## src/rtl/detector_pkg.sv

```systemverilog
// Shared constants and helpers for the serial pattern detector.
// The detector_shift header describes the optional DETECT_COUNT_EN counter.
package detector_pkg;
    localparam int COUNT_W = 8;

    // Increment that stops at all-ones instead of wrapping to zero.
    function automatic logic [COUNT_W-1:0] sat_inc(input logic [COUNT_W-1:0] v);
        return (v == '1) ? v : v + COUNT_W'(1);
    endfunction
endpackage

```

## src/rtl/detector_window.sv

```systemverilog
// History window: the PAT_W-bit shift register plus a fill counter that saturates at PAT_W.
// o_*_nxt expose the state that the next edge will load, so the parent can register its compare result.
module detector_window
    import detector_pkg::*;
#(
    parameter int PAT_W  = 4,
    parameter int FILL_W = $clog2(PAT_W + 1)
) (
    input  logic              clk,
    input  logic              reset,
    input  logic              din_bit,
    input  logic              i_restart,
    output logic [PAT_W-1:0]  o_shift_nxt,
    output logic [FILL_W-1:0] o_fill_nxt
);
    logic [PAT_W-1:0]  r_shift;
    logic [FILL_W-1:0] r_fill;
    logic [PAT_W-1:0]  w_shift_base;
    logic [FILL_W-1:0] w_fill_base;

    // On restart the new bit goes into an empty window, so no bit of the
    // previous match can be reused.
    always_comb begin
        w_shift_base = i_restart ? '0 : r_shift;
        w_fill_base  = i_restart ? '0 : r_fill;
        o_shift_nxt  = {w_shift_base[PAT_W-2:0], din_bit};
        o_fill_nxt   = (w_fill_base == FILL_W'(PAT_W)) ? w_fill_base
                                                       : w_fill_base + FILL_W'(1);
    end

    always_ff @(posedge clk) begin
        if (!reset) begin
            r_shift <= '0;
            r_fill  <= '0;
        end else begin
            r_shift <= o_shift_nxt;
            r_fill  <= o_fill_nxt;
        end
    end
endmodule

```

## src/rtl/detector_shift.sv

```systemverilog
// Serial bit-stream pattern detector with a registered, one-cycle detect pulse.
// Optional macro DETECT_COUNT_EN adds a saturating match_count output.
module detector_shift
    import detector_pkg::*;
#(
    parameter int               PAT_W   = 4,
    parameter logic [PAT_W-1:0] PATTERN = 4'b1011,
    parameter bit               OVERLAP = 1'b1
) (
    input  logic               clk,
    input  logic               reset,
    input  logic               din_bit,
`ifdef DETECT_COUNT_EN
    output logic [COUNT_W-1:0] match_count,
`endif
    output logic               detect_out
);
    localparam int FILL_W = $clog2(PAT_W + 1);

    logic [PAT_W-1:0]  w_shift_nxt;
    logic [FILL_W-1:0] w_fill_nxt;
    logic              w_match_nxt;
    logic              w_restart;
    logic              r_detect;

    // r_detect equals the match of the current window, so it is the restart
    // condition when overlapping matches are not allowed.
    assign w_restart = !OVERLAP && r_detect;

    detector_window #(.PAT_W(PAT_W), .FILL_W(FILL_W)) u_window (
        .clk         (clk),
        .reset       (reset),
        .din_bit     (din_bit),
        .i_restart   (w_restart),
        .o_shift_nxt (w_shift_nxt),
        .o_fill_nxt  (w_fill_nxt)
    );

    assign w_match_nxt = (w_fill_nxt == FILL_W'(PAT_W)) && (w_shift_nxt == PATTERN);

    always_ff @(posedge clk) begin
        if (!reset) r_detect <= 1'b0;
        else        r_detect <= w_match_nxt;
    end

    assign detect_out = r_detect;

`ifdef DETECT_COUNT_EN
    logic [COUNT_W-1:0] r_count;

    always_ff @(posedge clk) begin
        if (!reset)        r_count <= '0;
        else if (r_detect) r_count <= sat_inc(r_count);
    end

    assign match_count = r_count;
`endif
endmodule

```

## config.mk

```make
export PLATFORM = sky130hd
export DESIGN_NAME = detector_shift
export DESIGN_NICKNAME = d
export VERILOG_FILES = /design/src/rtl/detector_pkg.sv /design/src/rtl/detector_window.sv /design/src/rtl/detector_shift.sv
export SDC_FILE = /design/constraint.sdc
export NUM_CORES = 1
export LEC_CHECK = 0
export ABC_CLOCK_PERIOD_IN_PS = 1430
export CAP_MARGIN = 20
export CORE_AREA = 5 5 42 44
export CTS_BUF_LIST = sky130_fd_sc_hd__clkbuf_16
export CTS_CLUSTER_DIAMETER = 50
export DETAILED_ROUTE_END_ITERATION = 8
export DIE_AREA = 0 0 47 49
export PLACE_DENSITY = 0.39
export SLEW_MARGIN = 0
export SYNTH_ARGS = -nofsm -noshare
export SYNTH_HDL_FRONTEND = slang
export SYNTH_HIERARCHICAL = 1
export SYNTH_SLANG_ARGS = --single-unit
```

## constraint.sdc

```tcl
create_clock -name clk -period 1.43 [get_ports clk]
set_input_delay 0.429 -clock clk [delete_from_list [all_inputs] [get_ports clk]]
set_output_delay 0.429 -clock clk [all_outputs]
set_load 0.02 [all_outputs]
```

==> results of run 1 <==
==> cell families (layout without fill, tap and decap cells) <==
kind of cell	count (synthesis)	count (layout)	synth area share
compound gates	3	3	0.0709
fa+ha+maj	1	1	0.0394
buf+inv	3	13	0.0473
flops	7	7	0.441
other cells	1	8	0.0118
simple gates	17	17	0.390
==> state kept, by name, summed over array words and instances (netlist names) <==
| name | flops |
|---|---|
| u_window/r_shift | 3 |
| detect_out | 1 |
| u_window/r_fill | 3 |
==> final timing paths <==
kind	startpoint	to	slack [ns]	cells after the start
setup / recovery	u_window/r_fill[0]	detect_out	0.01	7
hold / removal	u_window/r_shift[1]	u_window/r_shift[2]	0.56	2
setup reg to reg	u_window/r_fill[0]	detect_out	0.01	7
hold reg to reg	u_window/r_shift[1]	u_window/r_shift[2]	0.56	2
==> cell usage in the layout, fill, tap and decap left out, types with 2 or more instances in the layout <==
| cell | count |
|---|---|
| inv_1 | 2 |
| and2b_1 | 3 |
| clkdlybuf4s50_1 | 2 |
| conb_1 | 8 |
| and2_1 | 4 |
| buf_4 | 4 |
| nand2_1 | 2 |
| clkbuf_16 | 3 |
| dfxtp_1 | 7 |
==> power by group through the flow <==
stage	combinational, uW	sequential, uW	clock (uW)
floorplan	23.9	209	0
global placement	40.7	209	0
detailed placement	41.6	209	0
CTS	50.2	206	483
global route	56.8	207	492
finish	51.1	207	470
==> area by class of cell <==
type,count,area [um2],area share
Multi-Input combinational cell,29,211,0.409
Inverter,2,7.51,0.0145
Clock inverter,1,3.75,0.00726
Sequential cell,7,140,0.271
Timing Repair Buffer,7,58.8,0.114
Tap cell,16,20.0,0.0387
Clock buffer,3,75.1,0.145
==> what timing repair did <==
action,4_1_cts,5_1_grt
pin swaps,3,2
setup buffers,1,0
gates resized for setup,7,0
endpoints found under the setup margin,2,1
cloned,0,0
==> critical path: cells and delay by family (launching register included) <==
| family | cells | cell delay (ns) |
|---|---|---|
| AND/OR/NAND/NOR | 5 | 0.86 |
| flip-flops | 1 | 0.30 |
| adder cells (fa/ha/maj) | 1 | 0.12 |
| buffers and inverters | 1 | 0.06 |
==> layer usage <==
metal	wire [um]	GRT usage	share of wire	vias to the layer above
met4	36	0.0829	0.056	0
met1	236	0.0526	0.37	117
met3	45	0.0443	0.070	5
met2	322	0.113	0.50	6
met5	0	0	0	-
li1	-	-	-	134
==> through the flow <==
step	cell area [um2]	setup TNS, ns
after floorplan	344	0
after detailed placement	409	-0.123
after CTS	517	-0.00292
after global routing	517	-0.0841
after global placement	409	-0.133
final	517	0
==> results.ini, run 1 <==
[logic_synthesis]
synth_most_common_cell = dfxtp_1
synth_area_leaders = dfxtp_1 (44%), and2b_1 (9.4%), and2_1 (7.9%), a211oi_2 (3.9%), and4bb_1 (3.9%)
ys_seq_area_frac = 0.441
synth_edf_count = 0
yosys_warnings = 6
synth_cell_types = 17
synth_top_area_frac = 0.441
syn_inst = 32
ys_ff_latch = 7
syn_area_per_cell_um2 = 9.93
synthFlopType = dfxtp_1
syn_area_um2 = 318
synthArstFlopShare = 0
yosysTopAreaCell = dfxtp_1
synthTopCellsByCount = dfxtp_1 (7), and2_1 (4), and2b_1 (4)

[grt]
grt_pass1_vias = 297
grt-ovfl-total = 0
grt_usage = 0.0732
grt_pass1_wl_um = 1080
grt_max_degree = 5
antenna_found_initial = 0

[pwr]
p_int_uw = 597
p_switching_uw = 131
p_leak_uw = 0.000238
p_clk_frac = 0.646
ir_worst_vdd_mv = 0.700
swShare = 0.181
total_power_uw = 728
p_comb_frac = 0.070
seq_power_share = 0.284
cellPowerDensity_nw_per_um2 = 1410

[sta]
post-route-min-period_ns = 1.42
slew_violations = 0
holdWs_ns = 0.562
layout_setup_ws_ns = 0.0118
clock_skew_ns = 0.000218
rsz0062_at_grt = true
fmax_mhz = 705
min_period_over_period = 0.992
hold_violations = 0
setup_viol = 0

[clock_network]
cts_buffers = 3
hold_buffers = 0
clk_pin_slew_worst_paths_ns = 0.04
cts_max_level = 1
cts_tree = yes
cts_buffer_depth = 2
clkLatencyLatePin_ns = 0.23
clock_sinks = 7
cts_root_buf = clkbuf_16

[floorplanning]
start_util = 0.227
die_w_um = 47
rows = 14
dieArea_um2 = 2300
die_h_um = 49
coreArea_um2 = 1400
io_pins = 4

[route]
route.detailed.drc = 0
drt-pass1-iter-count = 2
drtIter0Drc = 5
vias_per_cell = 4.03
vias = 262
drt_wl_total_um = 640
antenna_left = 0
wire_per_inst_um = 9.85

[placed_design]
hpwl_um = 436
routabilityCongestion = 0.703
place_ws_ns = -0.123
port_buffers = 3
dp_cells = 60

[final_layout]
final_util = 0.369
antenna_cells = 0
syn_to_final_growth_pct = 62.6
fillCellCount = 148
drive_above_1_share = 0.286
layout.cells.non_filler = 65
layout.nets = 54

[setup_path]
crit_slowest_cell = dfxtp_1
required_ns = 1.57
crit_chain = and2b_2, inv_2, ha_4, and4b_1, nor3_2, nand4b_1, nor4_2
crit_arrival_ns = 1.56
cp_max_fo = 2
max_stage_delay_ns = 0.30
cp-end-kind = flop
path_class = reg -> reg
critPathLaunchType = flop

[min_path]
hold_class = reg -> reg

[outcome]
status = finished clean

[job]
drv_cap = 0

Note: power is estimated with default switching activity, not from simulation.
==> inputs of run 2 (changes only) <==
Settings changed: CAP_MARGIN 20 to 10, SLEW_MARGIN 0 to unset.
==> results of run 2 <==
The final DEF is identical to that of run 1; final timing and power are the same.
==> inputs of run 3 (changes only) <==
Settings changed: GPL_TIMING_DRIVEN set to 0.
==> run 3 against run 2 <==
  * The run now ends with setup timing left
  * Utilization fell by 2.1 points
  * Routed wire length is 6.9% lower
  * Highest routed layer unchanged
  * Largest power group unchanged
  * Via count decreased by 4.2%
  * Total power is 2.8% lower
  * Register-to-register slack lost 0.08 ns
  * Clock-buffer cell count is the same
  * Final area down 5.6%
  * Die area unchanged
  * Clock power shrank 2%
==> results.ini, run 3 (synthesis results as in run 1) <==
[final_layout]
syn_to_final_growth_pct = 53.5
drive_above_1_share = 0.213
fillCellCount = 158
most-common-layout-cells = conb_1 (8), dfxtp_1 (6), and2b_1 (4), and2_1 (4)
final_util = 0.348
layout.nets = 52
design_area_um2 = 488
layout_commonest_cell = conb_1
antenna_cells = 0

[setup_path]
path_class = reg -> reg
critPathLaunchType = flop
max_stage_delay_ns = 0.32
reg2reg_depth = 7
cp_max_fo = 4
cp-end-kind = flop
crit_chain = and2b_1, inv_1, ha_2, and4b_1, nor3_2, nand4b_1, nor4_2
crit_cells = 7
crit_slowest_cell = dfxtp_2
crit_arrival_ns = 1.64
cp_num_buf_inv = 1
path_delay_family = simple AND/OR/NAND/NOR gates
required_ns = 1.57

[floorplanning]
dieArea_um2 = 2300
die_w_um = 47
start_util = 0.227
die_h_um = 49
coreArea_um2 = 1400
rows = 14
io_pins = 4

[grt]
antenna_found_initial = 0
grt_util_met3 = 0.0443
grt_max_degree = 7
gr-usage-met1 = 0.0659
grt_pass1_wl_um = 1080
grt_pass1_vias = 260
busiest_layer = met2
grt_usage = 0.0718
grt-ovfl-total = 0
grt_use_met2 = 0.102

[clock_network]
cts_root_buf = clkbuf_16
cts_max_level = 1
cts_buffer_depth = 2
cts_tree = yes
clkLatencyLatePin_ns = 0.23
clock_sinks = 7
clk_pin_slew_worst_paths_ns = 0.04
cts_buffers = 3
hold_buffers = 0

[sta]
setup_viol = 1
post-route-min-period_ns = 1.50
slew_violations = 0
rsz0062_at_grt = true
layout_setup_ws_ns = -0.0722
clock_skew_ns = 0.00147
hold_violations = 0
fmax_mhz = 666
min_period_over_period = 1.05

[route]
drt-pass1-iter-count = 2
wire_per_inst_um = 9.46
antenna_left = 0
drt_wl_total_um = 596
route.detailed.drc = 0
vias = 251
vias_per_cell = 3.98
drtIter0Drc = 2

[placed_design]
placedInstanceArea_um2 = 394
port_buffers = 3
routabilityCongestion = 0.666

[job]
drv_cap = 0

[pwr]
ir_worst_vdd_mv = 0.654
p_leak_uw = 0.000226
cellPowerDensity_nw_per_um2 = 1450
total_power_uw = 708

[outcome]
failed_checks = setup timing
status = finished, violations left

[min_path]
hold_class = reg -> reg
whs_path_depth = 2

## run 3: worst register-to-register path, stage by stage, from the launching register on
cell and delay [ns]:
dfxtp_2 0.32, and2b_1 0.17, inv_1 0.06, ha_2 0.18, and4b_1 0.22, nor3_2 0.17, nand4b_1 0.15, nor4_2 0.15
## run 3: worst paths after layout
kind,from,end,slack (ns)
worst max-delay path,u_window/r_fill[0],detect_out,-0.07
worst min-delay path,u_window/r_fill[2],u_window/r_fill[0],0.52
worst max register to register,u_window/r_fill[0],detect_out,-0.07
worst min register to register,u_window/r_fill[2],u_window/r_fill[0],0.52
## run 3: layout make-up
cell class | count | area [um2] | area share
plain buffers | 1 | 7.51 | 0.0154
clock buffers | 3 | 75.1 | 0.154
clock inverters | 1 | 3.75 | 0.00769
inverters | 2 | 7.51 | 0.0154
multi-input cells | 29 | 196 | 0.403
flip-flops and latches | 7 | 141 | 0.290
well taps | 16 | 20.0 | 0.0410
repair buffers | 4 | 36.3 | 0.0744
## run 3: per-layer routing
layer,vias up,part of all wire
li1,133,-
met1,113,0.42
met2,3,0.52
met3,2,0.044
met4,0,0.010
met5,-,0
## run 3: report_power, final
part           switching (uW)  internal, uW
clock                    97.8           363
combinational            17.2          21.8
sequential               4.13           204
total                     119           588
## run 3: what timing repair did
item,CTS,global route
setup buffers,1,0
pin swaps,3,2
resized for setup,4,0
endpoints found under the setup margin,2,1
## run 3: per-stage QoR
step | hold WS, ns | setup slack [ns] | TNS, ns | instances
finish | 0.521 | -0.0722 | -0.0722 | 63
global route | 0.548 | -0.178 | -0.178 | 63
CTS | 0.521 | -0.109 | -0.109 | 63
detailed placement | 0.524 | -0.245 | -0.267 | 58
global placement | 0.510 | -0.193 | -0.193 | 58
floorplan | 0.492 | 0.000887 | 0 | 39
